## src/rtl/fetch_pkg.sv

```systemverilog
// Shared fetch-stage types: FSM states, PC step and instruction-type field decode.
package fetch_pkg;

   typedef enum logic [1:0] {
      IDLE  = 2'd0,
      RUN   = 2'd1,
      DRAIN = 2'd2
   } fetch_state_t;

   localparam int unsigned PC_STEP   = 4;
   localparam int unsigned ITYPE_LSB = 0;
   localparam int unsigned ITYPE_MSB = 1;

   typedef enum logic [1:0] {
      ITYPE_ALU = 2'b00,
      ITYPE_MEM = 2'b01,
      ITYPE_SFU = 2'b10
   } itype_t;

   function automatic itype_t instr_type(input logic [31:0] instr);
      return itype_t'(instr[ITYPE_MSB:ITYPE_LSB]);
   endfunction

endpackage

```

## src/rtl/fetch_buffer.sv

```systemverilog
// Small circular FIFO holding returned instruction words; clear wins over push/pop.
module fetch_buffer #(
   parameter int unsigned WIDTH = 32,
   parameter int unsigned DEPTH = 2,
   localparam int unsigned CW = $clog2(DEPTH + 1),
   localparam int unsigned PW = (DEPTH > 1) ? $clog2(DEPTH) : 1
) (
   input  logic             clk_i,
   input  logic             rst_ni,
   input  logic             push_i,
   input  logic [WIDTH-1:0] data_i,
   input  logic             pop_i,
   input  logic             clear_i,
   output logic [CW-1:0]    count_o,
   output logic             empty_o,
   output logic [WIDTH-1:0] head_o
);

   logic [WIDTH-1:0] mem [DEPTH];
   logic [PW-1:0]    rd_ptr;
   logic [PW-1:0]    wr_ptr;
   logic [CW-1:0]    count;
   logic             do_pop;

   function automatic logic [PW-1:0] ptr_next(input logic [PW-1:0] p);
      return (p == PW'(DEPTH - 1)) ? '0 : p + PW'(1);
   endfunction

   assign do_pop  = pop_i && (count != '0);
   assign count_o = count;
   assign empty_o = (count == '0);
   assign head_o  = mem[rd_ptr];

   always_ff @(posedge clk_i or negedge rst_ni) begin
      if (!rst_ni) begin
         for (int unsigned i = 0; i < DEPTH; i++) begin
            mem[i] <= '0;
         end
         rd_ptr <= '0;
         wr_ptr <= '0;
         count  <= '0;
      end else if (clear_i) begin
         rd_ptr <= '0;
         wr_ptr <= '0;
         count  <= '0;
      end else begin
         if (push_i) begin
            mem[wr_ptr] <= data_i;
            wr_ptr      <= ptr_next(wr_ptr);
         end
         if (do_pop) begin
            rd_ptr <= ptr_next(rd_ptr);
         end
         count <= count + CW'(push_i) - CW'(do_pop);
      end
   end

   // The issuing side's credit rule guarantees a free slot for every response.
   a_no_overflow : assert property (@(posedge clk_i) disable iff (!rst_ni)
      !(push_i && !do_pop && !clear_i && (count == CW'(DEPTH))));

endmodule

```

## src/rtl/fragment_fetch_unit.sv

```systemverilog
// Shader instruction fetch: PC, credit-limited memory reads, response buffer and flush handling.
module fragment_fetch_unit
   import fetch_pkg::*;
#(
   parameter int unsigned WIDTH   = 32,
   parameter int unsigned ADDR_W  = 32,
   parameter int unsigned MAX_OUT = 2
) (
   input  logic              clk_i,
   input  logic              rst_ni,
   input  logic              start_i,
   input  logic [ADDR_W-1:0] entry_pc_i,
   input  logic              halt_i,
   output logic              busy_o,
   input  logic              flush_i,
   input  logic [ADDR_W-1:0] redirect_pc_i,
   output logic [WIDTH-1:0]  instr_o,
   output logic              valid_o,
   input  logic              stall_i,
   output logic              imem_req_o,
   output logic [ADDR_W-1:0] imem_addr_o,
   input  logic              imem_gnt_i,
   input  logic              imem_rvalid_i,
   input  logic [WIDTH-1:0]  imem_rdata_i
);

   localparam int unsigned CW = $clog2(MAX_OUT + 1);

   fetch_state_t      state;
   logic [ADDR_W-1:0] pc;
   logic [CW-1:0]     out_cnt;
   logic [CW-1:0]     drop_cnt;
   logic [CW-1:0]     buf_count;
   logic [CW-1:0]     out_next;
   logic [CW:0]       inflight;
   logic              buf_empty;
   logic              flush_act;
   logic              gnt;
   logic              rsp;
   logic              push;
   logic              pop;

   // Credits cover both in-flight reads and buffered words, so the buffer never overflows.
   assign inflight    = {1'b0, out_cnt} + {1'b0, buf_count};
   assign imem_req_o  = (state == RUN) && (inflight < (CW+1)'(MAX_OUT));
   assign imem_addr_o = pc;
   assign busy_o      = (state != IDLE);

   assign flush_act = flush_i && (state != IDLE);
   assign gnt       = imem_req_o && imem_gnt_i;
   assign rsp       = imem_rvalid_i && (out_cnt != '0);
   assign push      = rsp && (drop_cnt == '0) && !flush_act;
   assign valid_o   = !buf_empty && !flush_act;
   assign pop       = valid_o && !stall_i;
   assign out_next  = out_cnt + CW'(gnt) - CW'(rsp);

   always_ff @(posedge clk_i or negedge rst_ni) begin
      if (!rst_ni) begin
         state    <= IDLE;
         pc       <= '0;
         out_cnt  <= '0;
         drop_cnt <= '0;
      end else begin
         out_cnt <= out_next;
         // Everything still in flight after a flush belongs to the old stream.
         if (flush_act) begin
            drop_cnt <= out_next;
         end else if (rsp && (drop_cnt != '0)) begin
            drop_cnt <= drop_cnt - CW'(1);
         end

         unique case (state)
            IDLE: begin
               if (start_i) begin
                  pc    <= entry_pc_i;
                  state <= RUN;
               end
            end
            RUN: begin
               if (flush_i) begin
                  pc <= redirect_pc_i;
               end else begin
                  if (gnt) begin
                     pc <= pc + ADDR_W'(PC_STEP);
                  end
                  if (halt_i) begin
                     state <= DRAIN;
                  end
               end
            end
            DRAIN: begin
               if (flush_i) begin
                  pc <= redirect_pc_i;
               end else if ((out_cnt == '0) && (drop_cnt == '0) && buf_empty) begin
                  state <= IDLE;
               end
            end
            default: state <= IDLE;
         endcase
      end
   end

   fetch_buffer #(
      .WIDTH (WIDTH),
      .DEPTH (MAX_OUT)
   ) u_buf (
      .clk_i   (clk_i),
      .rst_ni  (rst_ni),
      .push_i  (push),
      .data_i  (imem_rdata_i),
      .pop_i   (pop),
      .clear_i (flush_act),
      .count_o (buf_count),
      .empty_o (buf_empty),
      .head_o  (instr_o)
   );

endmodule

```

## config.mk

```make
export PLATFORM = sky130hd
export DESIGN_NAME = fragment_fetch_unit
export DESIGN_NICKNAME = d
export VERILOG_FILES = /design/src/rtl/fetch_pkg.sv /design/src/rtl/fetch_buffer.sv /design/src/rtl/fragment_fetch_unit.sv
export SDC_FILE = /design/constraint.sdc
export NUM_CORES = 1
export LEC_CHECK = 0
export ABC_AREA = 1
export CAP_MARGIN = 20
export CORE_MARGIN = 2
export CORE_UTILIZATION = 49
export CTS_CLUSTER_SIZE = 16
export DETAILED_ROUTE_END_ITERATION = 12
export GPL_TIMING_DRIVEN = 1
export PLACE_DENSITY = 0.84
export REMOVE_ABC_BUFFERS = 1
export SYNTH_ARGS = -nofsm -noshare
export SYNTH_HDL_FRONTEND = slang
export SYNTH_SLANG_ARGS = --single-unit
```

## constraint.sdc

```tcl
create_clock -name clk_i -period 2.9 [get_ports clk_i]
set_input_delay 0.58 -clock clk_i [delete_from_list [all_inputs] [get_ports clk_i]]
set_output_delay 0.58 -clock clk_i [all_outputs]
set_load 0.01 [all_outputs]
```

==> results.md, run 1 <==
* Outcome: completed
* Final Hold Fails at 0
* GP Congestion at 0.959
* Worst-path clk slew at 0.07 ns
* Clock Skews at 0.00670 ns
* 1st-iter DRT viols at 433
* CTS tree: built
* Critical-path top delay cell: clkdlybuf4s50_1
* Yosys warns at 0
* Largest net degree at the start of global routing at 66
* Sw Pwr at 3790 uW
* Flops & latches, synth at 106
* Syn Area/Cell at 7.35 sq um
* Cts hold-fix bufs at 0
* Setup violations, final at 0
* Layout cells sized above 1 at 8.09%
* Synth top area cells: dfrtp_1 (43%), nand2_1 (16%), o21ai_0 (7.6%)
* # port buffers at 170
* Pint at 5210 uW
* Tot GR Track Use at 25.8%
* Mapped Cells at 837
* Clk pwr share at 14.4%
* Cell chain of the critical path: nand2_1 > inv_1 > fa_1 > nor3_4 > clkdlybuf4s50_1
* Clock sink count at 106
* FFs w/ async S/R, synth at 100%
* Post-CTS Setup Repair Bufs at 0
* Cell taking the most area after synthesis: dfrtp_1
* Synth Cell Area at 0.00615 sq mm
* Tmin final at 2.71 ns
* I/O pin cnt at 171
* Slowest Stage Delay on Critical Path at 0.57 ns
* Reg2reg setup slack at 0.51 ns
* CP endpoint kind: output pin
* Gate power share at 54.0%
* Inst Count DP at 1153
* Synth Flop Type: dfrtp_1
* Sum Neg Setup Slack at 0 ns
* Routed Wire Length at 16600 microns
* Root buf cell: clkbuf_16
* First-pass GRT wire length at 27500 microns
* Clk_lat worst skew at 0.36 ns
* DR DRC count at 0
* Switching share of power at 42.1%
* Site Rows at 40
* Non-Filler Instances at 1169
* Delay-heaviest family, CP: buffers and inverters
* 1st-pass router iterations at 5
* Number of synthesized flops with an enable pin at 0
* Antenna violations before repair at 1
* Worst r2r path cells at 12
* Slew Limit Headroom at 54.6%
* Critical R2R Capture: drop_cnt[1]$_DFFE_PN0P_
* Clock buffer depth at 2
* Initial core utilization at 50.8%
* Max-cap viol count at 0
* CP required at 2.32 ns
* Number of global-route vias before repair at 5879
* Layout area overhead at 35.2%
* Fmax at 0.369 GHz
* FILL cells at 973
* Final worst-path cycle share at 93.5%
* Post-DP HPWL at 12100 microns
* CP arrival at 2.13 ns
* Worst Path Max Fanout at 3
* Post-DRT Antenna Nets at 0
* Die Y at 116 microns
* Min-delay worst type: primary input to asynchronous set/reset pin
* VDD IR-drop max at 0.667 mV
* Fin. max-slew vios at 0
* Setup crit start kind: register
* RSZ-0062 raised after global routing: no
* Nets at 1111
* Leak Pwr at 0.00385 uW
* Gates resized, CTS repair at 0
* Slew at the pin closest to its max-slew limit at 0.681 ns
* Die ar. at 0.0135 sq mm
* Total grt overflow at 0
* Worst flop-to-flop path startpoint: out_cnt[0]$_DFF_PN0_
* Core area at 0.0121 sq mm
* Ant. Diodes at 0
* Post-synthesis sequential area ratio at 43.1%
* PwrDens at 1080 mW/mm^2
* Cell variety after synth at 37
* H-tree levels at 3
* WS Path Type: register to output pin
* Crit path buf inv count at 2
* Top cell type's share of synthesized area at 43.1%
* Sequential share of power at 31.6%
* Die width at 116 microns
* Via Count at 6023
* Routed WL per cell at 14.2 microns
* TritonCTS buffer count at 9
* Vias per cell at 5.15
-- cells by family (layout without fill, tap and decap cells) --
group / after synthesis / in the layout / synth area share [%]
mux: 32 / 32 / 5.86
flops: 106 / 106 / 43.1
buf+inv: 122 / 286 / 8.10
compound gates: 149 / 149 / 13.0
fa+ha+maj: 11 / 11 / 2.36
xor+xnor: 4 / 4 / 0.570
simple gates: 413 / 413 / 27.0
-- power by group through the flow --
stage / Clock (uW) / Sequential [uW] / Combinational (uW)
floorplan: 0 / 2820 / 2750
global placement: 0 / 2800 / 4730
detailed placement: 0 / 2840 / 4840
CTS: 1310 / 2830 / 4890
global route: 1380 / 2940 / 5430
finish: 1300 / 2840 / 4850
-- metrics by stage --
| stage | power [uW] | worst slack [ns] | hold WS (ns) | area [sq um] | utilization (%) |
|---|---|---|---|---|---|
| final | 8990 | 0.188 | 0.244 | 8310 | 68.6 |
| after global routing | 9760 | 0.0693 | 0.316 | 8310 | 68.6 |
| after CTS | 9030 | 0.170 | 0.271 | 8310 | 68.6 |
| after detailed placement | 7680 | 0.503 | 0.467 | 8000 | 66.0 |
| after global placement | 7530 | 0.531 | 0.460 | 8000 | 66.0 |
| after floorplan | 5570 | 0.617 | 0.284 | 5980 | - |
-- final cells by class --
class                   instances  area (sq um)  area share (%)
clock buffers                  10           239            2.88
clock inverters                 6          73.8           0.888
inverters                      88           333            4.00
multi-input cells             609          3000            36.1
flip-flops and latches        106          2650            31.9
well taps                     168           210            2.53
repair buffers                182          1800            21.7
-- per-layer routing --
metal  global-route usage (%)  vias to the layer above  routed length, microns
li1                         -                     2985                       -
met2                     43.5                      212                    7940
met3                     6.43                       36                    1240
met5                        0                        -                      13
met1                     32.1                     2788                    7010
met4                     10.0                        2                     387
-- state kept, by name, indices dropped and copies added, names as in the netlist --
name / count
u_buf.wr_ptr: 1
state: 2
u_buf.mem: 64
out_cnt: 2
imem_addr_o: 32
u_buf.count_o: 2
u_buf.rd_ptr: 1
drop_cnt: 2
-- how the worst max path moves through the flow --
stage	cells past startpoint	startpoint	endpoint
final	5	out_cnt[0]$_DFF_PN0_	imem_req_o
after global placement	5	flush_i	valid_o
after CTS	5	out_cnt[0]$_DFF_PN0_	imem_req_o
after global routing	5	u_buf.count_o[0]$_DFF_PN0_	imem_req_o
after detailed placement	9	flush_i	imem_addr_o[28]$_DFFE_PN0P_
after floorplan	12	u_buf.count_o[0]$_DFF_PN0_	drop_cnt[1]$_DFFE_PN0P_
-- synth_stat cells, types with 6 or more instances --
library cell / n
a21oi_1: 34
buf_2: 18
clkbuf_1: 12
dfrtp_1: 106
ha_1: 10
inv_1: 84
mux2_2: 32
nand2_1: 257
nand3_1: 30
nor2_1: 106
nor2_2: 6
o211ai_1: 9
o21ai_0: 93
-- layout by cell type (no fill, tap or decap), drive strengths merged, types with 2 or more instances in the layout --
cell type | Yosys | routed
o211ai | 9 | 9
nand3 | 31 | 31
mux2 | 32 | 32
nand2 | 260 | 260
clkinv | 0 | 2
inv | 88 | 90
a31oi | 2 | 2
clkbuf | 12 | 10
dfrtp | 106 | 106
buf | 22 | 13
a21oi | 35 | 35
xor2 | 2 | 2
o21ai | 96 | 96
nor2 | 113 | 113
a211oi | 2 | 2
xnor2 | 2 | 2
ha | 10 | 10
nor3 | 2 | 2
clkdlybuf4s50 | 0 | 169
nand4 | 4 | 4
No activity file was read; power rests on OpenSTA's default activity.
==> run 2: changes to the inputs <==
--- a/config.mk
+++ b/config.mk
@@ -8,12 +8,14 @@
 export ABC_AREA = 1
 export CAP_MARGIN = 20
 export CORE_MARGIN = 2
-export CORE_UTILIZATION = 49
+export CORE_UTILIZATION = 50
+export CTS_BUF_LIST = sky130_fd_sc_hd__clkbuf_8
 export CTS_CLUSTER_SIZE = 16
 export DETAILED_ROUTE_END_ITERATION = 12
 export GPL_TIMING_DRIVEN = 1
-export PLACE_DENSITY = 0.84
+export PLACE_DENSITY = 0.86
 export REMOVE_ABC_BUFFERS = 1
+export SLEW_MARGIN = 20
 export SYNTH_ARGS = -nofsm -noshare
 export SYNTH_HDL_FRONTEND = slang
 export SYNTH_SLANG_ARGS = --single-unit
==> run 2 against run 1 <==
  * Clock power fell by 25%
  * Utilization shrank 0.21 points
  * Sequential cell count is the same
  * Clock-buffer cell count shrank 1
  * Routed wire length decreased by 0.84%
  * Register-to-register slack hardly changed
  * Maximum frequency decreased by 1.5%
  * Final cell count fell by 1.7%
  * Critical endpoint unchanged
==> results.md, run 2 (synthesized netlist as in run 1, its figures left out) <==
* Outcome: completed
* Site Rows at 40
* Worst flop-to-flop path startpoint: u_buf.count_o[0]$_DFF_PN0_
* TritonCTS buffer count at 9
* RSZ-0062 raised after global routing: no
* Routed WL per cell at 14.3 microns
* Layout area overhead at 33.6%
* Fmax at 0.363 GHz
* Cell chain of the critical path: nand2_1 > inv_1 > fa_1 > nor3_4 > clkdlybuf4s50_1
* Slew at the pin closest to its max-slew limit at 0.689 ns
* Worst Path Max Fanout at 3
* Clock buffer depth at 2
* Total grt overflow at 0
* Setup crit start kind: register
* Max reg flops at 64
* Worst-path clk slew at 0.11 ns
* WHS at 0.236 ns
* Initial core utilization at 51.2%
* Max-cap viol count at 0
* Pint at 4920 uW
* Final Hold Fails at 0
* Via Count at 6084
* GP Congestion at 0.956
* Setup violations, final at 0
* Crit path from: u_buf.count_o[0]$_DFF_PN0_
* Most flop-heavy register: u_buf.mem
* Core area at 0.0120 sq mm
* Die Y at 115 microns
* Cts hold-fix bufs at 0
* Die ar. at 0.0132 sq mm
* Most frequent cells in the layout: nand2_1 (256), clkdlybuf4s50_1 (169), nor2_1 (106), dfrtp_1 (106), o21ai_0 (93)
* First-pass GRT wire length at 26600 microns
* Nets at 1112
* Largest net degree at the start of global routing at 53
* 1st-pass router iterations at 5
* Gate power share at 56.2%
* Clk_lat worst skew at 0.37 ns
* Vias per cell at 5.30
* Clock sink count at 106
* Antenna violations before repair at 1
* CP endpoint kind: output pin
* FILL cells at 1003
* Sum Neg Setup Slack at 0 ns
* Post-DP HPWL at 12000 microns
* H-tree levels at 3
* Slew Limit Headroom at 54.1%
* Fin. max-slew vios at 0
* Routed Wire Length at 16400 microns
* CP arrival at 2.17 ns
* Pre-CTS WS at 0.507 ns
* Number of global-route vias before repair at 5842
* Switching share of power at 43.4%
* I/O pin cnt at 171
* Post-DRT Antenna Nets at 0
* Clock Skews at 0.0126 ns
* Post-CTS Setup Repair Bufs at 0
* Min-delay worst type: primary input to asynchronous set/reset pin
* Die width at 115 microns
* Worst Setup Slack, final at 0.147 ns
* WS Path Type: register to output pin
* Slowest Stage Delay on Critical Path at 0.57 ns
* Leak Pwr at 0.00382 uW
* Gates resized, CTS repair at 0
* # port buffers at 170
* Ant. Diodes at 0
* Commonest non-fill, non-tap cell in the layout: nand2_1
* Final worst-path cycle share at 94.9%
* Layout cells sized above 1 at 8.18%
* Sequential share of power at 32.6%
* PwrDens at 1060 mW/mm^2
* VDD IR-drop max at 0.587 mV
* CP required at 2.32 ns
* DR DRC count at 0
* Sw Pwr at 3780 uW
* Clk pwr share at 11.2%
* 1st-iter DRT viols at 423
* Critical-path top delay cell: clkdlybuf4s50_1
* CTS tree: built
* Root buf cell: clkbuf_8
* Tmin final at 2.75 ns
* Tot GR Track Use at 24.8%
==> run 2: final timing paths <==
path,endpoint,depth (start not counted),slack [ns]
max,imem_req_o,5,0.15
min,imem_addr_o[29]$_DFFE_PN0P_,1,0.24
max reg2reg,drop_cnt[1]$_DFFE_PN0P_,12,0.52
min reg2reg,u_buf.mem[11]$_DFFE_PN0P_,2,0.49
max in group asynchronous,u_buf.mem[16]$_DFFE_PN0P_,2,1.99
min in group clk_i,u_buf.mem[11]$_DFFE_PN0P_,2,0.49
==> run 2: through the flow <==
step	instances	area, sq um	power (uW)	util, %
2_1_floorplan	803	5980	5570	-
3_3_place_gp	1133	8000	7530	66.6
3_5_place_dp	1133	8000	7710	66.6
4_1_cts	1149	8220	8710	68.4
5_1_grt	1149	8220	9420	68.4
6_report	1149	8220	8700	68.4
==> run 2: cell type report <==
type	instances	area (sq um)	share of cell area (%)
repair buffers	183	1830	22.3
clock buffers	9	124	1.51
inverters	88	333	4.05
clock inverters	7	88.8	1.08
flip-flops and latches	106	2650	32.3
multi-input cells	609	3000	36.5
well taps	147	184	2.24
==> run 2: power groups by stage <==
stage / Combinational [uW] / Clock (uW) / Sequential, uW
after CTS: 4890 / 992 / 2820
after global routing: 5440 / 1050 / 2930
final: 4890 / 975 / 2840
after global placement: 4730 / 0 / 2810
after floorplan: 2750 / 0 / 2820
after detailed placement: 4860 / 0 / 2850
==> run 2: critical path, delay by kind of cell, from the launching register on <==
| family | cells | cell delay (ns) |
|---|---|---|
| buffers and inverters | 2 | 0.62 |
| AND/OR/NAND/NOR | 2 | 0.30 |
| flip-flops | 1 | 0.41 |
| adder cells (fa/ha/maj) | 1 | 0.48 |
==> run 2: metal layers <==
| metal | part of all wire, % | vias up | track usage, % |
|---|---|---|---|
| li1 | - | 2980 | - |
| met1 | 42 | 2820 | 30.9 |
| met2 | 48 | 252 | 42.5 |
| met3 | 7.7 | 32 | 5.22 |
| met4 | 2.5 | 0 | 9.88 |
| met5 | 0 | - | 0 |
==> run 3: changes to the inputs <==
--- a/config.mk
+++ b/config.mk
@@ -13,6 +13,7 @@
 export CTS_CLUSTER_SIZE = 16
 export DETAILED_ROUTE_END_ITERATION = 12
 export GPL_TIMING_DRIVEN = 1
+export HOLD_SLACK_MARGIN = 0.12
 export PLACE_DENSITY = 0.86
 export REMOVE_ABC_BUFFERS = 1
 export SLEW_MARGIN = 20
==> results of run 3 <==
The final DEF is identical to that of run 2; final timing and power are the same.
